File: src/rtl/mem_pkg.sv
// Shared types and widths for the memory-access stage.
// Imported by the MEM/WB stage and its sub-modules.
package mem_pkg;

    localparam int DATA_W     = 8;
    localparam int REG_ADDR_W = 32;
    localparam int PC_W       = 32;

    typedef enum logic [0:0] {
        IDLE = 1'b0,
        BUSY = 1'b1
    } state_e;

endpackage

File: src/rtl/mem_wb_stage_data_mem.sv
// Byte-addressed data memory: synchronous write, asynchronous read.
// Contents are never cleared; reset leaves the array untouched.
module data_mem #(
    parameter int ADDR_W = 8,
    parameter int DATA_W = 8
) (
    input  logic              clk,
    input  logic              we,
    input  logic [ADDR_W-1:0] addr,
    input  logic [DATA_W-1:0] wdata,
    output logic [DATA_W-1:0] rdata
);

    logic [DATA_W-1:0] mem [2**ADDR_W];

    // Store lands at the clock edge.
    always_ff @(posedge clk) begin
        if (we) begin
            mem[addr] <= wdata;
        end
    end

    assign rdata = mem[addr];

endmodule

File: src/rtl/mem_wb_stage.sv
// Memory-access stage with MEM/WB pipeline register.
// Multi-cycle loads stall upstream; branches/jumps redirect fetch.
module mem_wb_stage #(
    parameter int ADDR_W  = 8,
    parameter int MEM_LAT = 2,
    parameter int DATA_W  = 8
) (
    input  logic              clk,
    input  logic              rst,
    input  logic [DATA_W-1:0] MEM_aluout,
    input  logic [DATA_W-1:0] MEM_read_data2,
    input  logic [31:0]       MEM_reg_write_addr,
    input  logic [31:0]       MEM_branch_addr,
    input  logic [31:0]       MEM_jump_addr,
    input  logic              MEM_zr,
    input  logic              MEM_ng,
    input  logic              MEM_cr,
    input  logic              MEM_ov,
    input  logic              MEM_Branch,
    input  logic              MEM_BranchFlip,
    input  logic              MEM_MemRead,
    input  logic              MEM_MemWrite,
    input  logic              MEM_Jump,
    input  logic              MEM_RegWrite,
    input  logic              MEM_MemtoReg,
    output logic [DATA_W-1:0] WB_aluout,
    output logic [DATA_W-1:0] WB_read_data,
    output logic [31:0]       WB_reg_write_addr,
    output logic              WB_RegWrite,
    output logic              WB_MemtoReg,
    output logic              pc_src,
    output logic [31:0]       pc_target,
    output logic              flush,
    output logic              stall
);

    import mem_pkg::*;

    localparam logic [2:0] CNT_INIT =
        (MEM_LAT > 1) ? 3'(MEM_LAT - 2) : 3'd0;

    state_e            state_q, state_d;
    logic [2:0]        cnt_q, cnt_d;
    logic [DATA_W-1:0] wb_aluout_q, wb_aluout_d;
    logic [DATA_W-1:0] wb_read_data_q, wb_read_data_d;
    logic [31:0]       wb_dst_q, wb_dst_d;
    logic              wb_regwrite_q, wb_regwrite_d;
    logic              wb_memtoreg_q, wb_memtoreg_d;

    logic [ADDR_W-1:0] addr;
    logic [DATA_W-1:0] rdata;
    logic              rd_req;
    logic              stall_c;
    logic              rd_done;
    logic              taken;
    logic              unused_flags;

    assign addr         = MEM_aluout[ADDR_W-1:0];
    assign rd_req       = MEM_MemRead & ~MEM_MemWrite;
    assign unused_flags = ^{MEM_ng, MEM_cr, MEM_ov};

    data_mem #(
        .ADDR_W (ADDR_W),
        .DATA_W (DATA_W)
    ) u_dmem (
        .clk   (clk),
        .we    (MEM_MemWrite & ~rst),
        .addr  (addr),
        .wdata (MEM_read_data2),
        .rdata (rdata)
    );

    // Load sequencer: stall for MEM_LAT-1 cycles, complete on the last.
    always_comb begin
        state_d = state_q;
        cnt_d   = cnt_q;
        stall_c = 1'b0;
        rd_done = 1'b0;
        unique case (state_q)
            IDLE: begin
                if (rd_req) begin
                    if (MEM_LAT <= 1) begin
                        rd_done = 1'b1;
                    end else begin
                        stall_c = 1'b1;
                        state_d = BUSY;
                        cnt_d   = CNT_INIT;
                    end
                end
            end
            BUSY: begin
                if (cnt_q != 3'd0) begin
                    stall_c = 1'b1;
                    cnt_d   = cnt_q - 3'd1;
                end else begin
                    rd_done = 1'b1;
                    state_d = IDLE;
                end
            end
            default: begin
                state_d = IDLE;
                cnt_d   = 3'd0;
            end
        endcase
    end

    assign stall = stall_c & ~rst;

    // Branch/jump resolution; jump target wins over branch target.
    always_comb begin
        taken     = MEM_Branch & (MEM_zr ^ MEM_BranchFlip);
        pc_target = MEM_Jump ? MEM_jump_addr : MEM_branch_addr;
        pc_src    = ~rst & (MEM_Jump | taken);
        flush     = pc_src;
    end

    // MEM/WB next values: bubble while stalled, else capture.
    always_comb begin
        wb_aluout_d    = wb_aluout_q;
        wb_read_data_d = wb_read_data_q;
        wb_dst_d       = wb_dst_q;
        wb_regwrite_d  = 1'b0;
        wb_memtoreg_d  = 1'b0;
        if (!stall_c) begin
            wb_aluout_d   = MEM_aluout;
            wb_dst_d      = MEM_reg_write_addr;
            wb_regwrite_d = MEM_RegWrite;
            wb_memtoreg_d = MEM_MemtoReg;
            if (rd_done) begin
                wb_read_data_d = rdata;
            end
        end
    end

    // State and MEM/WB register; reset abandons any pending load.
    always_ff @(posedge clk or posedge rst) begin
        if (rst) begin
            state_q        <= IDLE;
            cnt_q          <= 3'd0;
            wb_aluout_q    <= '0;
            wb_read_data_q <= '0;
            wb_dst_q       <= '0;
            wb_regwrite_q  <= 1'b0;
            wb_memtoreg_q  <= 1'b0;
        end else begin
            state_q        <= state_d;
            cnt_q          <= cnt_d;
            wb_aluout_q    <= wb_aluout_d;
            wb_read_data_q <= wb_read_data_d;
            wb_dst_q       <= wb_dst_d;
            wb_regwrite_q  <= wb_regwrite_d;
            wb_memtoreg_q  <= wb_memtoreg_d;
        end
    end

    assign WB_aluout         = wb_aluout_q;
    assign WB_read_data      = wb_read_data_q;
    assign WB_reg_write_addr = wb_dst_q;
    assign WB_RegWrite       = wb_regwrite_q;
    assign WB_MemtoReg       = wb_memtoreg_q;

endmodule

File: config.mk
export PLATFORM = sky130hd
export DESIGN_NAME = mem_wb_stage
export DESIGN_NICKNAME = d
export VERILOG_FILES = /design/src/rtl/mem_pkg.sv /design/src/rtl/mem_wb_stage_data_mem.sv /design/src/rtl/mem_wb_stage.sv
export SDC_FILE = /design/constraint.sdc
export NUM_CORES = 2
export LEC_CHECK = 0
export CORE_UTILIZATION = 40
export CTS_CLUSTER_SIZE = 24
export DETAILED_ROUTE_END_ITERATION = 12
export GPL_ROUTABILITY_DRIVEN = 0
export PLACE_DENSITY = 0.54
export SLEW_MARGIN = 15
export SYNTH_ARGS = -nofsm -noshare
export SYNTH_HDL_FRONTEND = slang
export SYNTH_SLANG_ARGS = --single-unit
File: constraint.sdc
create_clock -name clk -period 2.95 [get_ports clk]
set_clock_uncertainty 0.05 [all_clocks]
set_input_delay 0.59 -clock clk [delete_from_list [all_inputs] [get_ports clk]]
set_output_delay 0.59 -clock clk [all_outputs]
set_load 0.05 [all_outputs]
==> metrics <==
status finished, violations left; failing checks negative setup slack; Synth Flop Type edfxtp_1; row count 166; vias post-DR 43900; worst IR drop on VDD 0.000558 V; CTS tree built; M3 GR Usage 0.0405; MaxCap Viol Count 0; Die Y 455 microns; met2 Use GR 0.370; first-pass GRT wire length 339000 microns; commonest cells after routing, fill and taps aside edfxtp_1, buf_4, mux4_2, clkbuf_16, buf_12; GRT Total Usage 0.229; largest net degree at the start of global routing 96; nets@finish 5052; commonest non-fill, non-tap cell in the layout edfxtp_1; Placed Instances 7395; ANT nets after route 0; clock root buffer clkbuf_16; Routed Wire Length 238000 microns; Area Growth Syn to Fin 24.8%; hold_buf cts 0; Worst Setup End Kind flip-flop; P per Cell Area 631 mW/mm^2; Final Critical Period 3.01 ns; Worst Max-Slew Pin Slew 1.10 ns; TritonCTS sink count 2102; Seq/Total Area, Yosys 0.764; FMAX 333 MHz; ys async rst share 0.0257; Mapped Nets 4131; RSZ-0062 raised after global routing false; Port Buffer Count 206; area of the core 0.204 sq mm; busiest grt layer met2; I/O pins 210; Clock Latency Late Sink 0.86 ns; Mapped Cells 4004; initial antenna violation count 7; Clock Path Buffers 3; post-synthesis sequential element count 2102; Reg clk slew, reported paths 0.07 ns; DRT Pass-1 Iters 5; Slew Limit Fails 0; grt met1 use 0.321; Initial Util 0.402; Post-DP Area 0.0955 sq mm; total congestion overflow 0; die width 455 microns; layout cells sized above 1 0.360; crit path kind in -> reg; Pleak 0.0338 uW; DRT iter0 DRCs 4449; CP required 3.63 ns; CP arrival 3.69 ns; cell area after layout 0.103 sq mm; final worst slack -0.0571 ns; crit share post-route 1.02; Worst Hold Class in -> reg; filler instances 16600; vias per cell 5.63; drc violations 0; mapped cell area 0.0822 sq mm; mean routed wirelength per cell 30.6 microns; die area 0.207 sq mm; DP HPWL 160000 microns; Synth warnings 0; syn avg cell area 20.5 sq um; Cell Count, Final, Fillers Out 7795; Setup-failing EPs final 1; Final Hold Viols 0; area of all sequential standard cells 0.0629 sq mm; vias in the first global route 44300; CTS H-tree depth 4; crit-path max FO 26; cts bufs inserted 215; Multi-input gate area 0.0192 sq mm; count of cell types in the netlist 61; Total Power 64700 uW; startpoint types input port; number of synthesized flops with an enable pin 2048; Slew headroom 0.267; worst hold slack 0.170 ns
[final cells by class]
cell class / instances / share of cell area
Timing Repair Buffer: 947 / 0.0987
Inverter: 13 / 0.000549
Tap cell: 2688 / 0.0328
Multi-Input combinational cell: 1646 / 0.187
Sequential cell: 2102 / 0.612
Clock buffer: 264 / 0.0553
Clock inverter: 131 / 0.0129
Antenna cell: 4 / 0.0000975
[metrics by stage]
stage,setup WS [ns],util,setup TNS (ns)
final,-0.0571,0.502,-0.0571
after global routing,0.0141,0.502,0
after floorplan,-0.133,-,-55.33
after CTS,0.0327,0.502,0
after detailed placement,-1.39,0.467,-9.77
after global placement,-1.38,0.467,-8.88
[sequential cells by signal, indices dropped and copies added, names as in the netlist]
signal and flops:
u_dmem.mem 2048, WB_reg_write_addr 32, WB_aluout 8, WB_read_data 8, cnt_q 3, WB_MemtoReg 1
WB_RegWrite 1, state_q 1
[critical path: stages]
cell     delay (ns)
buf_8          0.19
buf_12         0.29
buf_12         0.22
buf_4          0.20
mux4_2         0.52
and3_1         0.20
o41ai_1        0.74
buf_4          0.24
a41o_1         0.30
o41ai_1        0.12
[where the power goes]
part           internal (uW)  switching (uW)  total (uW)
logic                   1890            2780        4670
registers              32800            96.2       32900
clock network          15600           11500       27100
total                  50300           14400       64700
[routing by layer]
| layer | wire [microns] | share of wire |
|---|---|---|
| met1 | 101000 | 0.43 |
| met2 | 115000 | 0.48 |
| met3 | 16000 | 0.067 |
| met4 | 5770 | 0.024 |
| met5 | 0 | 0 |
[worst paths after layout]
path	start	slack, ns	endpoint	cells past startpoint
setup reg to reg	cnt_q[0]$_DFFE_PP0P_	0.11	WB_read_data[2]$_DFFE_PP0P_	13
setup / recovery	MEM_aluout[1]	-0.06	WB_read_data[4]$_DFFE_PP0P_	10
max in group asynchronous	rst	2.23	WB_reg_write_addr[23]$_DFFE_PP0N_	3
hold / removal	MEM_read_data2[4]	0.17	u_dmem.mem[157][4]$_DFFE_PP_	1
hold reg to reg	WB_reg_write_addr[28]$_DFFE_PP0N_	0.45	WB_reg_write_addr[28]$_DFFE_PP0N_	1
min in group asynchronous	rst	0.27	WB_aluout[7]$_DFFE_PP0N_	3
[cell families (layout without fill, tap and decap cells)]
family / count (synthesis) / in the layout / share of synthesized area
AOI/OAI and AO/OA: 237 / 237 / 0.0207
xor gates and xnor gates: 1 / 1 / 0.000107
adders and majority gates: 2 / 2 / 0.000304
buffers and inverters: 256 / 1355 / 0.0160
DFF: 2102 / 2102 / 0.764
muxes: 737 / 737 / 0.163
other: 0 / 4 / 0
and+or+nand+nor: 669 / 669 / 0.0354
[cell usage after synthesis (38+ instances only)]
cell,count,share of area
nand2_1,181,0.0083
edfxtp_1,2048,0.75
mux2_2,75,0.010
clkbuf_1,101,0.0046
nand3_1,62,0.0038
buf_2,72,0.0044
buf_4,38,0.0035
mux2i_1,186,0.023
nor2_1,293,0.013
a22oi_1,49,0.0045
mux4_2,476,0.13
dfrtp_1,54,0.016
[repair_timing]
action | in CTS | in global routing
pin swaps | 3 | 2
gates resized for setup | 17 | 6
buffers inserted | 2 | 0
setup endpoints to repair | 10 | 3
Note: power is estimated with default switching activity, not from simulation.
